--- config.mk ---
export PLATFORM = sky130hd
export DESIGN_NAME = dual_port_ram_hs_flat
export DESIGN_NICKNAME = d
export VERILOG_FILES = /design/src/rtl/dual_port_ram_hs_if.sv /design/src/rtl/dual_port_ram_hs.sv /design/src/flat_wrapper.sv
export SDC_FILE = /design/constraint.sdc
export NUM_CORES = 1
export LEC_CHECK = 0
export CORE_UTILIZATION = 35
export CTS_CLUSTER_SIZE = 16
export DETAILED_ROUTE_END_ITERATION = 7
export DONT_BUFFER_PORTS = 1
export GPL_TIMING_DRIVEN = 1
export PLACE_DENSITY_LB_ADDON = 0.25
export SYNTH_ARGS = -nofsm -noshare
export SYNTH_HDL_FRONTEND = slang
export SYNTH_SLANG_ARGS = --single-unit
export TNS_END_PERCENT = 20
--- constraint.sdc ---
create_clock -name clk -period 3 [get_ports clk]
set_input_delay 0.6 -clock clk [delete_from_list [all_inputs] [get_ports clk]]
set_output_delay 0.6 -clock clk [all_outputs]
set_load 0.005 [all_outputs]
--- src/rtl/dual_port_ram_hs_if.sv ---
// Request channel for one port of dual_port_ram_hs: valid/ready handshake,
// address, write data, write enable and the registered read data return.
// The master modport is the requester side; the slave modport is the RAM side.
interface dual_port_ram_hs_if #(
    parameter int DATA_WIDTH = 8,
    parameter int ADDR_WIDTH = 6
);
    logic [ADDR_WIDTH-1:0] addr;
    logic [DATA_WIDTH-1:0] data;
    logic                  we;
    logic                  valid;
    logic                  ready;
    logic [DATA_WIDTH-1:0] q;

    modport master (
        output addr,
        output data,
        output we,
        output valid,
        input  ready,
        input  q
    );

    modport slave (
        input  addr,
        input  data,
        input  we,
        input  valid,
        output ready,
        output q
    );
endinterface

--- src/rtl/dual_port_ram_hs.sv ---
// dual_port_ram_hs: true dual-port synchronous RAM, one shared clock, with an
// independent valid/ready request channel per port. Each accepted request
// reads or writes one word. A same-address write/write collision is resolved
// in favour of port A: port B is stalled (ready_b low) until it clears.
//
// Build option:
//   DPRAM_WRITE_FIRST_EN defined   -> a same-cycle, same-address read on one
//                                     port and write on the other returns the
//                                     newly written word (write-first).
//   DPRAM_WRITE_FIRST_EN undefined -> that read returns the old contents
//                                     (read-first).
//
// The storage array is deliberately not reset; its contents survive rst_n.
module dual_port_ram_hs #(
    parameter int DATA_WIDTH = 8,
    parameter int ADDR_WIDTH = 6
) (
    input  logic               clk,
    input  logic               rst_n,
    dual_port_ram_hs_if.slave  port_a,
    dual_port_ram_hs_if.slave  port_b
);
    localparam int DEPTH = 1 << ADDR_WIDTH;

    logic [DATA_WIDTH-1:0] mem [DEPTH];

    logic                  rdy_q;
    logic                  rdy_d;
    logic [DATA_WIDTH-1:0] q_a_q;
    logic [DATA_WIDTH-1:0] q_a_d;
    logic [DATA_WIDTH-1:0] q_b_q;
    logic [DATA_WIDTH-1:0] q_b_d;

    logic                  same_addr;
    logic                  ww_collision;
    logic                  ready_b;
    logic                  acc_a;
    logic                  acc_b;
    logic                  wr_a;
    logic                  wr_b;
    logic                  rd_a;
    logic                  rd_b;
    logic [DATA_WIDTH-1:0] rd_data_a;
    logic [DATA_WIDTH-1:0] rd_data_b;

    // Handshake: decide which requests are accepted this cycle.
    always_comb begin
        same_addr    = (port_a.addr == port_b.addr);
        // Both ports writing the same word: A wins, B must wait a cycle.
        ww_collision = port_a.valid && port_a.we &&
                       port_b.valid && port_b.we && same_addr;
        ready_b      = rdy_q && !ww_collision;
        acc_a        = port_a.valid && rdy_q;
        acc_b        = port_b.valid && ready_b;
        wr_a         = acc_a && port_a.we;
        wr_b         = acc_b && port_b.we;
        rd_a         = acc_a && !port_a.we;
        rd_b         = acc_b && !port_b.we;
    end

    // Read path: select the word each port returns, with optional forwarding
    // of the other port's same-cycle write.
    always_comb begin
`ifdef DPRAM_WRITE_FIRST_EN
        rd_data_a = (wr_b && same_addr) ? port_b.data : mem[port_a.addr];
        rd_data_b = (wr_a && same_addr) ? port_a.data : mem[port_b.addr];
`else
        rd_data_a = mem[port_a.addr];
        rd_data_b = mem[port_b.addr];
`endif
    end

    // Next-state: read data only changes on an accepted read; ready rises
    // on the first edge out of reset and then stays high.
    always_comb begin
        rdy_d = 1'b1;
        q_a_d = q_a_q;
        q_b_d = q_b_q;
        if (rd_a) begin
            q_a_d = rd_data_a;
        end
        if (rd_b) begin
            q_b_d = rd_data_b;
        end
    end

    // Control and read-data registers, cleared asynchronously.
    always_ff @(posedge clk or negedge rst_n) begin
        if (!rst_n) begin
            rdy_q <= 1'b0;
            q_a_q <= '0;
            q_b_q <= '0;
        end else begin
            rdy_q <= rdy_d;
            q_a_q <= q_a_d;
            q_b_q <= q_b_d;
        end
    end

    // Storage writes. Acceptance is gated by rdy_q, which is held low in
    // reset, so no write lands while rst_n is asserted. Port A is applied
    // last; a same-address pair cannot both be accepted anyway.
    always_ff @(posedge clk) begin
        if (wr_b) begin
            mem[port_b.addr] <= port_b.data;
        end
        if (wr_a) begin
            mem[port_a.addr] <= port_a.data;
        end
    end

    assign port_a.ready = rdy_q;
    assign port_b.ready = ready_b;
    assign port_a.q     = q_a_q;
    assign port_b.q     = q_b_q;

endmodule

--- src/flat_wrapper.sv ---
// flat-port wrapper written by rule: the top's interface ports become plain ports
module dual_port_ram_hs_flat 
#(
    parameter int DATA_WIDTH = 8,
    parameter int ADDR_WIDTH = 6
)
  (clk, rst_n, port_a_addr, port_a_data, port_a_we, port_a_valid, port_a_ready, port_a_q, port_b_addr, port_b_data, port_b_we, port_b_valid, port_b_ready, port_b_q);
  dual_port_ram_hs_if #(.DATA_WIDTH(DATA_WIDTH), .ADDR_WIDTH(ADDR_WIDTH)) port_a_i ();
  dual_port_ram_hs_if #(.DATA_WIDTH(DATA_WIDTH), .ADDR_WIDTH(ADDR_WIDTH)) port_b_i ();
  input  logic clk;
  input  logic rst_n;
  input wire logic [$bits(port_a_i.addr)-1:0] port_a_addr;
  input wire logic [$bits(port_a_i.data)-1:0] port_a_data;
  input wire logic [$bits(port_a_i.we)-1:0] port_a_we;
  input wire logic [$bits(port_a_i.valid)-1:0] port_a_valid;
  output wire logic [$bits(port_a_i.ready)-1:0] port_a_ready;
  output wire logic [$bits(port_a_i.q)-1:0] port_a_q;
  input wire logic [$bits(port_b_i.addr)-1:0] port_b_addr;
  input wire logic [$bits(port_b_i.data)-1:0] port_b_data;
  input wire logic [$bits(port_b_i.we)-1:0] port_b_we;
  input wire logic [$bits(port_b_i.valid)-1:0] port_b_valid;
  output wire logic [$bits(port_b_i.ready)-1:0] port_b_ready;
  output wire logic [$bits(port_b_i.q)-1:0] port_b_q;
  assign port_a_i.addr = port_a_addr;
  assign port_a_i.data = port_a_data;
  assign port_a_i.we = port_a_we;
  assign port_a_i.valid = port_a_valid;
  assign port_a_ready = port_a_i.ready;
  assign port_a_q = port_a_i.q;
  assign port_b_i.addr = port_b_addr;
  assign port_b_i.data = port_b_data;
  assign port_b_i.we = port_b_we;
  assign port_b_i.valid = port_b_valid;
  assign port_b_ready = port_b_i.ready;
  assign port_b_q = port_b_i.q;
  dual_port_ram_hs #(.DATA_WIDTH(DATA_WIDTH), .ADDR_WIDTH(ADDR_WIDTH)) u_core (.clk(clk), .rst_n(rst_n), .port_a(port_a_i), .port_b(port_b_i));
endmodule
==> impl_metrics.tcl <==
set metrics [dict create \
    status "finished clean" \
    crit_path_max_incr_delay_ns 0.35 \
    fin_tns_setup_ns 0 \
    syn_nets 2431 \
    path_clk_slew_ns 0.06 \
    area_growth_pct 12.5 \
    slew_headroom 0.273 \
    p_leak_nw 11.8 \
    grt_start_max_net_pins 160 \
    nets 2435 \
    vdd_drop_max_mv 0.389 \
    end_kind "output pin" \
    cts_setup_buffers 0 \
    ys_seq_elements 529 \
    grt_pass1_vias 23200 \
    post_drt_via_cell_ratio 6.60 \
    cts_root_buf "clkbuf_16" \
    reg2reg_depth 6 \
    worstHoldPathType "in2reg" \
    drt-initial-drc-count 3523 \
    cts_tree "yes" \
    slowest_stage "nor4_1" \
    clockBufferDepth 3 \
    synth_seq_area_share 0.493 \
    placed_cells 3514 \
    min_path_cells 1 \
    critPathMaxFanout 122 \
    hp-start "port_a_data[4]" \
    drtPass1Iterations 6 \
    final_antenna_net_count 0 \
    pin_count 52 \
    fin_cells 3628 \
    r2r_end "u_core.port_a.q[6]$_DFFE_PN0P_" \
    finalSetupViolCount 0 \
    crit_type "in2out" \
    synthTopCellsByArea "edfxtp_1 (48%), mux2_2 (20%), mux4_2 (6.5%)" \
    async_flop_share 0.0321 \
    r2r_start "u_core.mem[32][6]$_DFFE_PP_" \
    core-area_um2 90300 \
    synth_area_leader_cell "edfxtp_1" \
    crit_chain "xor2_1 > nor4_1 > a21boi_0 > buf_4 > buf_4" \
    num_antenna_cells 0 \
    rsz0062_at_grt "false" \
    finalCritPeriodShare 0.853 \
    power.density_nw_per_um2 490 \
    skew_ns 0.0356 \
    syn_area_per_cell_um2 13.4 \
    start_util 0.355 \
    finalCriticalPeriod_ns 2.56 \
    maxSlewViolCount 0 \
    grt-ovfl-total 0 \
    cts.sinks 529 \
    grt_use_total 0.288 \
    die-area_um2 92700 \
    htreeDepth 2 \
    whs_ns 0.173 \
    insertion_delay_ns 0.66 \
    crit_required_ns 2.40 \
    ys.warnings.count 0 \
    synthFlopType "edfxtp_1" \
    row_count 110 \
    antenna_found_initial 4 \
    die_x_um 304 \
    fmaxAchievable_mhz 391 \
    hold_end "u_core.mem[50][4]$_DFFE_PP_" \
    gp_congestion 0.971 \
    ctsResizeCount 0 \
    hold_violations 0 \
    worst_path_most_repeated_cell "buf_4" \
    cts_hold_buf 1 \
    start_kind "input pin" \
    hpwl_um 87800 \
    crit_arrival_ns 1.96 \
    die_h_um 304 \
    netlist_area_um2 32000 \
    drive_above_1_share 0.420 \
    syn_inst 2397 \
    yosysTopAreaCellShare 0.480 \
    cts_inserted_buffers 60 \
    synth_edf_count 512 \
    vias 23900 \
    power_mw 17.6 \
    drc 0 \
    cap_viol_max_count 0 \
    finalWirelength_um 137000 \
    tightest_slew_ns 1.09 \
    r2r_slack_ns 0.61 \
    wl_per_cell_um 37.7 \
    synth_cell_types 68 \
    port_buffers 0 \
    grt_pass1_wl_um 190000 \
]
## per-stage QoR
| stage | setup WS [ns] | util | cell area (um^2) |
|---|---|---|---|
| after floorplan | 0.0587 | - | 32000 |
| after global placement | 0.154 | 0.377 | 34000 |
| after detailed placement | 0.152 | 0.377 | 34000 |
| after CTS | 0.653 | 0.399 | 36000 |
| after global routing | 0.508 | 0.399 | 36000 |
| final | 0.442 | 0.399 | 36000 |
## cell usage in the layout (no fill, tap or decap), types with 60 or more instances in the layout
cell,count
mux2_2,565
edfxtp_1,512
buf_4,210
mux2i_1,184
o22ai_1,93
mux4_2,92
a22oi_1,71
nor2_1,69
clkbuf_16,61
nand2_1,60
## per-layer routing
metal  track usage  part of all wire  routed length (um)  vias to the layer above
li1              -                 -                   -                     9597
met1         0.390              0.41               55500                    12500
met2         0.437              0.44               60100                     1514
met3        0.0784              0.11               14800                      292
met4         0.113             0.045                6180                        8
met5             0           0.00051                  70                        -
## worst max-delay path by stage
stage / slack (ns) / to / start / depth (start not counted)
6_report: 0.44 / port_b_ready / port_b_addr[1] / 5
5_1_grt: 0.51 / port_b_ready / port_b_addr[1] / 5
4_1_cts: 0.65 / u_core.port_a.q[6]$_DFFE_PN0P_ / u_core.mem[32][6]$_DFFE_PP_ / 6
3_5_place_dp: 0.15 / u_core.mem[41][5]$_DFFE_PP_ / port_a_addr[0] / 6
3_3_place_gp: 0.15 / u_core.port_a.q[5]$_DFFE_PN0P_ / port_a_addr[3] / 5
2_1_floorplan: 0.06 / u_core.mem[12][0]$_DFFE_PP_ / port_b_addr[2] / 8
## report_power, final
part | leakage [nW] | internal (mW) | total, mW | switching (mW)
Sequential | 4.80 | 8.16 | 8.29 | 0.133
Clock | 0.980 | 4.48 | 7.78 | 3.30
Combinational | 6.07 | 0.761 | 1.56 | 0.803
## area by class of cell
class | count | area (um^2)
well taps | 1176 | 1470
inverters | 6 | 22.5
flip-flops and latches | 529 | 15800
clock inverters | 43 | 452
clock buffers | 70 | 1560
repair buffers | 215 | 1670
multi-input cells | 1589 | 15100
fillers | 8450 | 54300
## synthesized netlist by cell type, types with 12 or more instances
| library cell | instances |
|---|---|
| buf_2 | 70 |
| a22o_1 | 24 |
| a22oi_1 | 71 |
| nor2_1 | 70 |
| mux4_2 | 92 |
| nand3_1 | 29 |
| edfxtp_1 | 512 |
| a31oi_1 | 13 |
| a221oi_1 | 58 |
| a221o_1 | 16 |
| nand2_1 | 60 |
| nor2b_1 | 12 |
| a21oi_1 | 52 |
| buf_1 | 31 |
| dfrtp_1 | 17 |
| o22ai_1 | 93 |
| mux2_2 | 565 |
| nor2_2 | 46 |
| clkbuf_1 | 162 |
| mux2i_1 | 184 |
| o21ai_0 | 58 |
## registers in the layout, indices dropped and copies added (netlist names)
signal               cells
u_core.mem             512
u_core.port_a.q          8
u_core.port_b.q          8
u_core.port_a.ready      1
## logic make-up (layout without fill, tap and decap cells)
family	Yosys count	after routing	synth area share
and+or+nand+nor	291	291	0.0473
muxes	841	841	0.321
buffers and inverters	279	334	0.0371
AOI/OAI and AO/OA	450	450	0.0997
xor gates and xnor gates	6	6	0.00164
DFF	529	529	0.493
other	1	1	0.000117
## critical path: cells and delay by family
family | cells | cell delay [ns]
AND/OR/NAND/NOR | 1 | 0.35
AO/OA/AOI/OAI | 1 | 0.25
buffers and inverters | 2 | 0.35
XOR/XNOR | 1 | 0.24
No activity file was read; power rests on OpenSTA's default activity.
